File: src/rtl/io_input_conditioner_if.sv
// Bundle between the input conditioner and the io block: debounced levels,
// press flags and the 4-phase flag-clear handshake.
interface io_input_conditioner_if #(
    parameter int NUM_BTN = 4,
    parameter int NUM_SW  = 16
);
    logic [NUM_BTN-1:0] btn_level;
    logic [NUM_SW-1:0]  sw_level;
    logic [NUM_BTN-1:0] btn_press_pulse;
    logic [NUM_BTN-1:0] btn_event;
    logic               clr_req;
    logic [NUM_BTN-1:0] clr_mask;
    logic               clr_ack;

    // io side
    modport master (
        input  btn_level, sw_level, btn_press_pulse, btn_event, clr_ack,
        output clr_req, clr_mask
    );

    // conditioner side
    modport slave (
        output btn_level, sw_level, btn_press_pulse, btn_event, clr_ack,
        input  clr_req, clr_mask
    );
endinterface

File: src/rtl/io_input_conditioner.sv
// Synchronises, debounces and edge-detects raw buttons/switches; keeps sticky
// press flags that io clears through a req/ack handshake.
module io_input_conditioner #(
    parameter int TICK_CYCLES  = 100000,
    parameter int STABLE_TICKS = 10,
    parameter int NUM_BTN      = 4,
    parameter int NUM_SW       = 16
) (
    input  logic               clk,
    input  logic               rst,
    input  logic [NUM_BTN-1:0] btn_raw,
    input  logic [NUM_SW-1:0]  sw_raw,
    io_input_conditioner_if.slave io
);
    localparam int NUM_IN = NUM_BTN + NUM_SW;
    localparam int PRE_W  = $clog2(TICK_CYCLES);
    localparam logic [PRE_W-1:0] PRE_LAST = PRE_W'(TICK_CYCLES - 1);
    localparam logic [3:0]       CNT_LAST = 4'(STABLE_TICKS - 1);

    typedef enum logic {IDLE, ACK} state_t;

    logic [NUM_IN-1:0]  raw, s1, s2, level;
    logic [3:0]         cnt [NUM_IN];
    logic [PRE_W-1:0]   pre_cnt;
    logic               tick;
    logic [NUM_BTN-1:0] btn_done, btn_rise, pulse, evt;
    state_t             state, state_nxt;
    logic               clear_en;

    assign raw = {sw_raw, btn_raw};

    always_ff @(posedge clk or negedge rst) begin
        if (!rst) begin
            s1 <= '0;
            s2 <= '0;
        end else begin
            s1 <= raw;
            s2 <= s1;
        end
    end

    assign tick = (pre_cnt == PRE_LAST);

    always_ff @(posedge clk or negedge rst) begin
        if (!rst)      pre_cnt <= '0;
        else if (tick) pre_cnt <= '0;
        else           pre_cnt <= pre_cnt + 1'b1;
    end

    // A single agreeing sample clears the run, so short bounces never qualify.
    always_ff @(posedge clk or negedge rst) begin
        if (!rst) begin
            level <= '0;
            for (int i = 0; i < NUM_IN; i++) cnt[i] <= '0;
        end else if (tick) begin
            for (int i = 0; i < NUM_IN; i++) begin
                if (s2[i] == level[i]) begin
                    cnt[i] <= '0;
                end else if (cnt[i] == CNT_LAST) begin
                    level[i] <= s2[i];
                    cnt[i]   <= '0;
                end else begin
                    cnt[i] <= cnt[i] + 4'd1;
                end
            end
        end
    end

    always_comb begin
        btn_done = '0;
        for (int i = 0; i < NUM_BTN; i++) btn_done[i] = (cnt[i] == CNT_LAST);
    end

    // Pulse is registered on the same edge that raises the debounced level.
    assign btn_rise = {NUM_BTN{tick}} & s2[NUM_BTN-1:0] & ~level[NUM_BTN-1:0] & btn_done;

    always_ff @(posedge clk or negedge rst) begin
        if (!rst) pulse <= '0;
        else      pulse <= btn_rise;
    end

    always_ff @(posedge clk or negedge rst) begin
        if (!rst) state <= IDLE;
        else      state <= state_nxt;
    end

    always_comb begin
        state_nxt = state;
        clear_en  = 1'b0;
        case (state)
            IDLE: if (io.clr_req) begin
                state_nxt = ACK;
                clear_en  = 1'b1;
            end
            ACK:  if (!io.clr_req) state_nxt = IDLE;
            default: state_nxt = IDLE;
        endcase
    end

    // OR-ing the pulse after the clear lets a coincident press win.
    always_ff @(posedge clk or negedge rst) begin
        if (!rst) evt <= '0;
        else      evt <= (evt & ~(clear_en ? io.clr_mask : '0)) | pulse;
    end

    assign io.btn_level       = level[NUM_BTN-1:0];
    assign io.sw_level        = level[NUM_IN-1:NUM_BTN];
    assign io.btn_press_pulse = pulse;
    assign io.btn_event       = evt;
    assign io.clr_ack         = (state == ACK);
endmodule

File: src/flat_wrapper.sv
// flat-port wrapper written by rule: the top's interface ports become plain ports
module io_input_conditioner_flat 
#(
    parameter int TICK_CYCLES  = 100000,
    parameter int STABLE_TICKS = 10,
    parameter int NUM_BTN      = 4,
    parameter int NUM_SW       = 16
)
  (clk, rst, btn_raw, sw_raw, io_btn_level, io_sw_level, io_btn_press_pulse, io_btn_event, io_clr_ack, io_clr_req, io_clr_mask);
  io_input_conditioner_if #(.NUM_BTN(NUM_BTN), .NUM_SW(NUM_SW)) io_i ();
  input  logic clk;
  input  logic rst;
  input  logic [NUM_BTN-1:0] btn_raw;
  input  logic [NUM_SW-1:0] sw_raw;
  output wire logic [$bits(io_i.btn_level)-1:0] io_btn_level;
  output wire logic [$bits(io_i.sw_level)-1:0] io_sw_level;
  output wire logic [$bits(io_i.btn_press_pulse)-1:0] io_btn_press_pulse;
  output wire logic [$bits(io_i.btn_event)-1:0] io_btn_event;
  output wire logic [$bits(io_i.clr_ack)-1:0] io_clr_ack;
  input wire logic [$bits(io_i.clr_req)-1:0] io_clr_req;
  input wire logic [$bits(io_i.clr_mask)-1:0] io_clr_mask;
  assign io_btn_level = io_i.btn_level;
  assign io_sw_level = io_i.sw_level;
  assign io_btn_press_pulse = io_i.btn_press_pulse;
  assign io_btn_event = io_i.btn_event;
  assign io_clr_ack = io_i.clr_ack;
  assign io_i.clr_req = io_clr_req;
  assign io_i.clr_mask = io_clr_mask;
  io_input_conditioner #(.TICK_CYCLES(TICK_CYCLES), .STABLE_TICKS(STABLE_TICKS), .NUM_BTN(NUM_BTN), .NUM_SW(NUM_SW)) u_core (.clk(clk), .rst(rst), .btn_raw(btn_raw), .sw_raw(sw_raw), .io(io_i));
endmodule
File: config.mk
export PLATFORM = sky130hd
export DESIGN_NAME = io_input_conditioner_flat
export DESIGN_NICKNAME = d
export VERILOG_FILES = /design/src/rtl/io_input_conditioner_if.sv /design/src/rtl/io_input_conditioner.sv /design/src/flat_wrapper.sv
export SDC_FILE = /design/constraint.sdc
export NUM_CORES = 1
export LEC_CHECK = 0
export ABC_CLOCK_PERIOD_IN_PS = 1800
export BUFFER_PORTS_ARGS = -buffer_cell sky130_fd_sc_hd__buf_2
export CAP_MARGIN = 25
export CELL_PAD_IN_SITES_DETAIL_PLACEMENT = 1
export CELL_PAD_IN_SITES_GLOBAL_PLACEMENT = 1
export CORE_ASPECT_RATIO = 0.7
export CORE_MARGIN = 1.5
export CORE_UTILIZATION = 30
export CTS_CLUSTER_DIAMETER = 120
export DETAILED_ROUTE_END_ITERATION = 10
export GPL_TIMING_DRIVEN = 0
export MAX_ROUTING_LAYER = met4
export PLACE_DENSITY_LB_ADDON = 0.1
export SLEW_MARGIN = 10
export SYNTH_ARGS = -nofsm -noshare
export SYNTH_HDL_FRONTEND = slang
export SYNTH_SLANG_ARGS = --single-unit
File: constraint.sdc
create_clock -name clk -period 1.8 [get_ports clk]
set_input_delay 0.18 -clock clk [delete_from_list [all_inputs] [get_ports clk]]
set_output_delay 0.18 -clock clk [all_outputs]
set_load 0.02 [all_outputs]
[After elaboration in Yosys (flattened, before gate mapping)]
Cells that the tools add are included.
Storage, ports and cells
  register bits: 166
  output and inout bits: 29
  logic and storage cells: 199
Cells by class
  $add $sub $neg: 21
  equal/unequal tests: 41
  multiplexer cells: 44
  bitwise operators: 27
  reduce and logical (&&, ||, !) cells: 20
Operator list (count)
  $mux W4: 41
  $add A4 B1 Y4 const B: 20
  $eq A4 B4 Y1 const B: 20
  $reduce_and A3 Y1: 20
  $eq A1 B1 Y1: 20
  $not A1 Y1: 20
  $add A17 B1 Y17 const B: 1
  $eq A17 B17 Y1 const B: 1
  $mux W17: 1
  $and A4 B4 Y4: 4
  $not A4 Y4: 2
  $or A4 B4 Y4: 1
  $mux W1: 2

[Longest topological paths before layout]
Gate-level depths: netlist of run 1.
  word-level depth: 6
  gate-level depth with buffers: 9
  mapped depth without buffers: 6

[Least setup slack after synthesis of run 1]
Ideal clock, no wire load.
  path type: register -> register
  start: register u_core.pre_cnt[0]
  end: register u_core.level[19]
  arrival: 1.701 ns
  data required time: 1.675 ns
  slack: -0.026 ns
  stages on the path, launching flop included: 9
  path buffers: 3
  period minus slack after synthesis: 1.826 ns
  path through: dfrtp_1 > ha_1 > and3_1 > clkbuf_2 > and3_1 > buf_6 > buf_8 > nand3_1 > mux2_4
Between the ends
  word-level cells in the longest chain between the ends: 2
RTL lines
  start, declared: RTL line io_input_conditioner.sv:24  | logic [PRE_W-1:0] pre_cnt;
  start signal, assigned: RTL line io_input_conditioner.sv:47  | else pre_cnt <= pre_cnt + 1'b1;
  $eq A17 B17 Y1: RTL line io_input_conditioner.sv:42  | assign tick = (pre_cnt == PRE_LAST);
  $reduce_and A3 Y1 (no source line)
  end signal, assigned by index: RTL line io_input_conditioner.sv:60  | level[i] <= s2[i];
  end, declared: RTL line io_input_conditioner.sv:22  | logic [NUM_IN-1:0] raw, s1, s2, level;
No other way between the ends.
A chain may end at the register's enable or synchronous reset.

[Final worst setup path of run 1]
  start: register u_core.pre_cnt[11]
  end: register u_core.level[16]
Same word-level chain as after synthesis.

==> impl_metrics.yaml, run 1 <==
global_routing:
  grt_first_pass_wirelength_um: 38300
  grt_overflow_total: 0
  use_met3_pct: 3.62
  grtUsageTotal_pct: 18.9
  grt_use_met2_pct: 28.7
  grt_util_met1_pct: 25.4
  busiest_layer: "met2"
  grt_pass1_vias: 6791
  grt_start_max_net_pins: 106
  antenna_found_initial: 0
die:
  io_pins: 56
  die-width_um: 197
  dieArea_um2: 27300
  rows: 49
  coreArea_um2: 25700
  fp.dieH_um: 139
  initial_core_util_pct: 30.6
cells_and_area:
  n_antenna_cell: 0
  fillCellCount: 2735
  final_net_count: 902
  ff_latch_area_um2: 4160
  drive_gt1_share_pct: 30.8
  final_area_um2: 10800
  area_growth_pct: 36.7
  multi_input_area_um2: 4110
routing:
  routedWlPerCell_um: 20.1
  wirelength_um: 23700
  initialDrtViolationCount: 210
  dr.pass1.iters: 4
  ant_nets: 0
  num_vias: 6045
  drcViolationCount: 0
  via_per_inst: 5.13
worst_setup_path:
  crit_required_ns: 2.11
  reg2regPathDepth: 6
  endpoint: "u_core.level[16]"
  critPathMaxFanout: 8
  critPathKind: "register to register"
  critPathLaunch: "u_core.pre_cnt[11]"
  r2r_end: "u_core.level[16]"
  r2r_slack_ns: -0.06
  r2r_start: "u_core.pre_cnt[11]"
  endpoint_kind: "register"
  crit_path_start_kind: "register"
  cp_data_arrival_time_ns: 2.17
clocking:
  clk_path_buf_depth: 2
  clock_sinks: 166
  numCtsBuffers: 17
  h-tree-depth: 4
  clk_latency_ns: 0.44
  cts_tree: "built"
  clkTransAtPathRegs_ns: 0.07
  cts_root_buf: "clkbuf_16"
synth:
  synthesis.area_um2: 7890
  synth-edff-count: 0
  synth_seq_cells: 166
  ys_top_cells_by_count: "166 x dfrtp_1, 79 x o21ai_0, 67 x nand3_1"
  ys_async_sr_fraction_pct: 100
  yosysMostFrequentCell: "dfrtp_1"
  syn_nets: 777
  avgSynthCellArea_um2: 11.1
  synth.yosys.warnings: 0
  ys_dominant_reg_cell: "dfrtp_1"
  synth_top_cell_by_area: "dfrtp_1"
  synth_top_cell_area_share_pct: 52.7
  ys_top_cells_by_area: "dfrtp_1 53%, ha_1 6.5%, o21ai_0 5.0%, nand3_1 4.3%, mux2_4 3.6%"
  ys_seq_area_share_pct: 52.7
  syn_inst: 709
  synth_cell_type_count: 39
pwr:
  powerDensity_nw_per_um2: 754
  power_frac_seq_pct: 46.8
  p_clk_share_pct: 50.2
  p_int_w: 0.00636
  p_switching_w: 0.00177
  p_leak_nw: 4.59
  p_sw_share_pct: 21.7
  vdd_drop_max_uv: 559
  combinationalPowerShare_pct: 3.0
place:
  portBuffers: 55
  place_ws_ns: -0.636
  placed_cell_area_um2: 8620
  gp_congestion: 0.793
  dp_hpwl_um: 14800
hold_path:
  min_path_type: "input pin to register"
timing:
  hold_slack_ns: 0.0246
  fin_crit_ns: 1.86
  fmax_mhz: 538
  tns_ns: -1.23
  fin_ws_ns: -0.0598
  finalCritPeriodShare_pct: 103
  slew_headroom_pct: 61.1
  worstMarginPinSlew_ns: 0.583
  skew_ns: 0.00824
  setup_viol: 40
  slew_viol_final: 0
  hold_viol_final: 0
  rsz0062_at_grt: "yes"
run_status:
  status: "finished with violations"
  violations: "negative setup slack"
flow_run:
  drv_cap: 0
[cells in the final DEF, fill, tap and decap left out, types with 6 or more instances in the layout]
cell / n
a211oi_2: 11
dfrtp_1: 160
buf_6: 10
o21ai_2: 8
o31ai_4: 18
o21ai_0: 26
inv_1: 41
nand2b_1: 40
nand2_1: 6
buf_8: 9
buf_12: 8
dlygate4sd3_1: 22
o21ai_1: 46
dfrtp_2: 6
a211oi_1: 7
and3b_1: 21
nand4b_1: 19
nand3_1: 33
clkbuf_16: 23
o22ai_1: 17
nor3_1: 22
nand3_2: 23
ha_1: 40
buf_4: 20
nor2_1: 31
buf_2: 56
mux2_4: 19
nand3_4: 14
xnor2_1: 30
[flip-flops by register name, summed over array words and instances, names as in the netlist]
| register | cells |
|---|---|
| u_core.cnt | 80 |
| u_core.io.btn_event | 4 |
| u_core.io.btn_press_pulse | 4 |
| u_core.io.clr_ack | 1 |
| u_core.level | 20 |
| u_core.pre_cnt | 17 |
| u_core.s1 | 20 |
| u_core.s2 | 20 |
[worst min path at each step]
stage / start / end / slack, ns / cells after the start
final: io_clr_mask[0] / u_core.io.btn_event[0] / 0.02 / 3
after detailed placement: rst / u_core.io.btn_event[2] / 0.16 / 1
after global routing: io_clr_mask[0] / u_core.io.btn_event[0] / 0.005 / 3
after global placement: sw_raw[8] / u_core.s1[12] / 0.29 / 1
after floorplan: rst / u_core.cnt[0] / -0.12 / 0
after CTS: io_clr_mask[0] / u_core.io.btn_event[0] / 0.005 / 3
[critical path: stages (launching register included)]
cell	delay (ns)
dfrtp_2	0.44
nor4b_4	0.33
and3_4	0.25
buf_12	0.15
buf_12	0.17
nand3_4	0.08
mux2_4	0.30
[cells by family (layout without fill, tap and decap cells)]
logic type / after synthesis / after routing / synth area share (%)
AND/OR/NAND/NOR: 232 / 233 / 17.8
flip-flops: 166 / 166 / 52.7
AO/OA/AOI/OAI: 145 / 145 / 11.1
buffers and inverters: 70 / 207 / 4.27
adder cells (fa/ha/maj): 41 / 41 / 6.50
XOR/XNOR: 35 / 35 / 3.89
multiplexers: 20 / 20 / 3.76
[power by group through the flow]
stage / clock network (W) / registers (W) / logic [W]
2_1_floorplan: 0 / 0.00387 / 0.0000555
3_3_place_gp: 0 / 0.00387 / 0.000180
3_5_place_dp: 0 / 0.00387 / 0.000196
4_1_cts: 0.00421 / 0.00380 / 0.000245
5_1_grt: 0.00439 / 0.00380 / 0.000277
6_report: 0.00408 / 0.00380 / 0.000245
[metrics by stage]
step / utilization [%] / instances / power (W)
detailed placement: 33.5 / 1096 / 0.00407
floorplan: - / 709 / 0.00392
finish: 41.9 / 1178 / 0.00812
CTS: 40.2 / 1174 / 0.00825
global route: 41.9 / 1178 / 0.00847
global placement: 33.3 / 1095 / 0.00405
[cell type report]
type	count	share of cell area [%]
Sequential cell	166	38.6
Multi-Input combinational cell	474	38.1
Timing Repair Buffer	109	8.28
Clock buffer	19	4.11
Tap cell	331	3.84
Buffer	25	3.70
Clock inverter	13	1.89
Inverter	41	1.43
[per-layer routing]
| layer | share of wire (%) | routed length (um) |
|---|---|---|
| met4 | 1.6 | 391 |
| met1 | 48 | 11400 |
| met3 | 2.9 | 678 |
| met2 | 47 | 11200 |
| met5 | 0 | 0 |
[what timing repair did]
item	in CTS	in global routing
buffers inserted	20	6
gates cloned	6	1
endpoints found under the hold margin	82	0
endpoints found under the setup margin	112	112
hold buffers	22	0
resized for setup	160	112
pin swaps	28	11
(Power assumes the default switching activity.)
==> inputs of run 2 (changes only) <==
--- a/config.mk
+++ b/config.mk
@@ -5,7 +5,7 @@
 export SDC_FILE = /design/constraint.sdc
 export NUM_CORES = 1
 export LEC_CHECK = 0
-export ABC_CLOCK_PERIOD_IN_PS = 1800
+export ABC_CLOCK_PERIOD_IN_PS = 1700
 export BUFFER_PORTS_ARGS = -buffer_cell sky130_fd_sc_hd__buf_2
 export CAP_MARGIN = 25
 export CELL_PAD_IN_SITES_DETAIL_PLACEMENT = 1
@@ -17,7 +17,7 @@
 export DETAILED_ROUTE_END_ITERATION = 10
 export GPL_TIMING_DRIVEN = 0
 export MAX_ROUTING_LAYER = met4
-export PLACE_DENSITY_LB_ADDON = 0.1
+export PLACE_DENSITY = 0.64
 export SLEW_MARGIN = 10
 export SYNTH_ARGS = -nofsm -noshare
 export SYNTH_HDL_FRONTEND = slang
==> constraint.sdc (replaced) <==
create_clock -name clk -period 1.7 [get_ports clk]
set_input_delay 0.17 -clock clk [delete_from_list [all_inputs] [get_ports clk]]
set_output_delay 0.17 -clock clk [all_outputs]
set_load 0.02 [all_outputs]
==> run 2 against run 1 <==
Compared with the run above: the run still ends with negative setup slack left; combinational power increased by 5%; global-route usage shrank 1.0 points; clock-buffer cell count grew 1; register-to-register slack worse by 0.13 ns; first-iteration DRC count up 30%; critical path depth unchanged; core utilization increased by 0.26 points; non-clock buffer count grew 7; critical path type unchanged; largest cell class unchanged.
==> impl_metrics.yaml, run 2 (synthesis results as in run 1) <==
worst_setup_path:
  critPathKind: "register to register"
  critPathMaxFanout: 6
  r2r_start: "u_core.pre_cnt[12]"
  crit_path_start_kind: "register"
  crit_required_ns: 2.03
  cpMostUsedCell: "buf_12"
  endpoint_kind: "register"
  reg2regPathDepth: 6
  r2r_end: "u_core.level[16]"
  r2r_slack_ns: -0.19
  cp_data_arrival_time_ns: 2.22
  critPathSlowestCell: "dfrtp_2"
  crit_chain: "nor4b_4 > and3_4 > buf_12 > buf_12 > nand3_4 > mux2_4"
  cp_slowest_stage_delay_ns: 0.44
  critPathLaunch: "u_core.pre_cnt[12]"
timing:
  fin_ws_ns: -0.189
  slew_viol_final: 0
  fmax_mhz: 529
  tns_ns: -12.81
  fin_crit_ns: 1.89
  rsz0062_at_grt: "yes"
  finalCritPeriodShare_pct: 111
  slew_headroom_pct: 59.3
  skew_ns: 0.0113
  setup_viol: 110
  hold_viol_final: 0
  worstMarginPinSlew_ns: 0.611
run_status:
  violations: "negative setup slack"
  status: "finished with violations"
flow_run:
  drv_cap: 0
routing:
  via_per_inst: 5.09
  routedWlPerCell_um: 19.5
  dr.pass1.iters: 5
  num_vias: 6037
  drcViolationCount: 0
  ant_nets: 0
  initialDrtViolationCount: 274
  wirelength_um: 23200
clocking:
  cts_tree: "built"
  numCtsBuffers: 17
  clk_latency_ns: 0.45
  h-tree-depth: 4
  cts_root_buf: "clkbuf_16"
  clock_sinks: 166
  clkTransAtPathRegs_ns: 0.07
  clk_path_buf_depth: 2
cells_and_area:
  area_growth_pct: 37.5
  fillCellCount: 2741
  n_antenna_cell: 0
  drive_gt1_share_pct: 31.9
  largest_reg_flops: 80
  mostFrequentLayoutCells: "162 x dfrtp_1, 54 x buf_2, 45 x nand3_1"
  final_net_count: 910
  final_area_um2: 10800
  layout_commonest_cell: "dfrtp_1"
  largest_register: "u_core.cnt"
pwr:
  combinationalPowerShare_pct: 3.2
  p_sw_share_pct: 23.4
  p_clk_share_pct: 47.5
  power_frac_seq_pct: 49.3
  p_int_w: 0.00625
  p_switching_w: 0.00191
  p_leak_nw: 4.64
  powerDensity_nw_per_um2: 753
  vdd_drop_max_uv: 580
global_routing:
  grt_start_max_net_pins: 89
  antenna_found_initial: 0
  grtUsageTotal_pct: 17.9
  grt_overflow_total: 0
  grt_pass1_vias: 6459
  grt_first_pass_wirelength_um: 36500
hold_path:
  min_path_type: "input pin to asynchronous set/reset pin"
die:
  fp.dieH_um: 139
  die-width_um: 197
  io_pins: 56
  initial_core_util_pct: 30.6
  coreArea_um2: 25700
  rows: 49
  dieArea_um2: 27300
place:
  gp_congestion: 0.772
  place_ws_ns: -0.732
  placed_cell_area_um2: 8720
  dp_hpwl_um: 13400
  portBuffers: 55
-- run 2: worst max-delay path, delay by kind of cell, from the launching register on --
family	cells	cell delay, ns
buffers and inverters	2	0.29
flip-flops	1	0.44
multiplexers	1	0.30
AND/OR/NAND/NOR	3	0.75
-- run 2: cell type report --
type                       instances  area [um2]  area share [%]
inverter                          41         154            1.42
tap                              331         414            3.82
multi-input combinational        475        4110            37.9
clock inverter                    12         119            1.10
clock buffer                      20         467            4.30
timing repair buffer             116        1030            9.54
buffer                            25         388            3.58
sequential                       166        4160            38.4
-- run 2: power groups by stage --
stage                     Combinational (W)  Clock [W]  Sequential (W)
after floorplan                   0.0000588          0         0.00409
after global placement             0.000192          0         0.00410
after detailed placement           0.000201          0         0.00410
after CTS                          0.000254    0.00399         0.00402
after global routing               0.000291    0.00413         0.00403
final                              0.000258    0.00388         0.00403
-- run 2: what timing repair did --
item,CTS,global route
endpoints found under the setup margin,113,113
endpoints found under the hold margin,103,0
hold buffers,26,0
cloned,6,5
resized for setup,145,119
setup buffers,21,7
pin swaps,9,40
-- run 2: worst max-delay path by stage --
stage                                         to  slack, ns  depth (start not counted)
detailed placement                u_core.cnt[21]      -0.73                          7
CTS                              u_core.level[2]      -0.16                          8
global route        u_core.io.btn_press_pulse[0]      -0.27                          5
global placement                    u_core.s1[7]      -2.43                          1
floorplan                       u_core.level[10]      -0.06                          8
finish                          u_core.level[16]      -0.19                          6
-- run 2: metrics by stage --
step | power, W | instances | utilization [%] | hold slack [ns]
floorplan | 0.00415 | 709 | - | -0.126
global placement | 0.00429 | 1095 | 33.7 | 0.278
detailed placement | 0.00430 | 1096 | 33.8 | 0.213
CTS | 0.00827 | 1180 | 40.2 | 0.320
global route | 0.00846 | 1186 | 42.1 | 0.349
finish | 0.00816 | 1186 | 42.1 | 0.306
-- run 2: per-layer routing --
layer | part of all wire (%) | global-route usage, %
met3 | 3.3 | 3.36
met5 | 0 | -
met4 | 1.3 | 5.22
met1 | 50 | 25.0
met2 | 45 | 26.3
==> inputs of run 3 (changes only) <==
--- a/config.mk
+++ b/config.mk
@@ -13,11 +13,13 @@
 export CORE_ASPECT_RATIO = 0.7
 export CORE_MARGIN = 1.5
 export CORE_UTILIZATION = 30
+export CTS_BUF_LIST = sky130_fd_sc_hd__clkbuf_8
 export CTS_CLUSTER_DIAMETER = 120
 export DETAILED_ROUTE_END_ITERATION = 10
 export GPL_TIMING_DRIVEN = 0
 export MAX_ROUTING_LAYER = met4
 export PLACE_DENSITY = 0.64
+export SKIP_CTS_REPAIR_TIMING = 1
 export SLEW_MARGIN = 10
 export SYNTH_ARGS = -nofsm -noshare
 export SYNTH_HDL_FRONTEND = slang
==> run 3 against run 2 <==
Compared with the run above: the flow still finishes with violations (negative setup slack); hold slack lost 0.038 ns; sequential share of layout area grew 2.1 points; sequential power is essentially flat; via count shrank 2.2%; largest power group unchanged; final cell count shrank 0.42%; clock power shrank 26%; non-clock buffer count shrank 3; die area is the same; largest cell class unchanged; first-iteration DRC count shrank 24%; combinational power shrank 5%; critical endpoint is now u_core.level[2].
==> impl_metrics.yaml, run 3 (synthesis results as in run 1) <==
run_status:
  status: "finished with violations"
  violations: "negative setup slack"
routing:
  num_vias: 5907
  wirelength_um: 21800
  ant_nets: 0
  via_per_inst: 5.00
  drcViolationCount: 0
  dr.pass1.iters: 4
  initialDrtViolationCount: 209
  routedWlPerCell_um: 18.5
cells_and_area:
  mostFrequentLayoutCells: "161 x dfrtp_1, 55 x buf_2, 41 x inv_1"
  drive_gt1_share_pct: 29.6
  final_net_count: 905
  largest_register: "u_core.cnt"
  area_growth_pct: 30.4
  n_antenna_cell: 0
  fin_util_pct: 39.9
  layout_commonest_cell: "dfrtp_1"
  largest_reg_flops: 80
worst_setup_path:
  critPathKind: "register to register"
  crit_path_start_kind: "register"
  endpoint_kind: "register"
  reg2regPathDepth: 6
  crit_required_ns: 2.06
  critPathMaxFanout: 5
  cp_slowest_stage_delay_ns: 0.45
  critPathLaunch: "u_core.pre_cnt[14]"
  cp_data_arrival_time_ns: 2.26
  path_buf_inv: 2
  r2r_start: "u_core.pre_cnt[14]"
  critPathSlowestCell: "dfrtp_2"
  crit_cells: 6
  crit_chain: "nor4b_4 > and3_4 > buf_12 > clkbuf_16 > nand3_2 > mux2_4"
  critPathTopFamily: "simple AND/OR/NAND/NOR gates"
global_routing:
  grt_overflow_total: 0
  grt_pass1_vias: 5936
  antenna_found_initial: 0
  grt_first_pass_wirelength_um: 32800
  grt_start_max_net_pins: 89
  grtUsageTotal_pct: 16.0
timing:
  fin_crit_ns: 1.90
  skew_ns: 0.0222
  rsz0062_at_grt: "yes"
  hold_viol_final: 0
  finalCritPeriodShare_pct: 112
  fmax_mhz: 527
  worstMarginPinSlew_ns: 0.623
  slew_viol_final: 0
  setup_viol: 112
  slew_headroom_pct: 58.5
  tns_ns: -12.56
  fin_ws_ns: -0.199
place:
  dp_hpwl_um: 13400
  portBuffers: 55
  gp_congestion: 0.772
die:
  initial_core_util_pct: 30.6
  rows: 49
  io_pins: 56
  fp.dieH_um: 139
  dieArea_um2: 27300
  coreArea_um2: 25700
  die-width_um: 197
clocking:
  cts_tree: "built"
  clk_latency_ns: 0.48
  clock_sinks: 166
  clk_path_buf_depth: 2
  h-tree-depth: 4
  cts_root_buf: "clkbuf_8"
  clkTransAtPathRegs_ns: 0.10
  numCtsBuffers: 17
hold_path:
  min_path_type: "input pin to asynchronous set/reset pin"
pwr:
  p_leak_nw: 4.47
  powerDensity_nw_per_um2: 695
  vdd_drop_max_uv: 447
flow_run:
  drv_cap: 0
-- run 3: cell types whose count changed in the layout (fill, tap and decap cells not counted), moves of 5 or more --
cell	change
buf_4	+5
a211oi_1	+9
o31ai_1	+18
a211oi_2	-8
clkbuf_8	+14
nand3_2	+16
nand3_1	-10
clkbuf_16	-15
nand3_4	-8
o31ai_4	-16
-- run 3: worst paths after layout --
check / endpoint / slack, ns
worst max-delay path: u_core.level[2] / -0.20
worst min-delay path: u_core.level[11] / 0.27
worst max register to register: u_core.level[2] / -0.20
worst min register to register: u_core.s2[4] / 0.35
max in group asynchronous: u_core.level[17] / 0.54
min in group clk: u_core.s1[6] / 0.32
-- run 3: metrics by stage --
| stage | hold WS [ns] | power, W | setup WS, ns | area, um2 | instances |
|---|---|---|---|---|---|
| 4_1_cts | -0.322 | 0.00721 | -0.747 | 9110 | 1128 |
| 3_3_place_gp | 0.278 | 0.00429 | -2.43 | 8680 | 1095 |
| 6_report | 0.268 | 0.00715 | -0.199 | 10300 | 1181 |
| 2_1_floorplan | -0.126 | 0.00415 | -0.0569 | 7990 | 709 |
| 5_1_grt | 0.293 | 0.00744 | -0.284 | 10300 | 1181 |
| 3_5_place_dp | 0.213 | 0.00430 | -0.732 | 8720 | 1096 |
-- run 3: final cells by class --
cell class,count,area (um2)
clock buffer,20,275
inverter,41,154
timing repair buffer,109,938
sequential,166,4160
buffer,29,395
fill,2766,15500
clock inverter,12,119
multi-input combinational,473,3830
tap,331,414
-- run 3: power breakdown --
group,switching [W],internal [W],leakage (nW)
clock,0.00158,0.00130,0.198
sequential,0.0000276,0.00399,2.20
combinational,0.000149,0.0000977,2.07
-- run 3: layer usage --
layer	part of all wire [%]	track usage [%]	up-vias	wire [um]
li1	-	-	2781	-
met1	52	23.0	3020	11400
met2	44	22.9	86	9520
met3	2.7	3.36	20	594
met4	1.4	4.02	0	296
met5	0	-	-	0
-- run 3: worst reg2reg max path, cell delays in order (launching register included) --
cell	delay, ns
dfrtp_2	0.45
nor4b_4	0.35
and3_4	0.29
buf_12	0.15
clkbuf_16	0.17
nand3_2	0.08
mux2_4	0.30
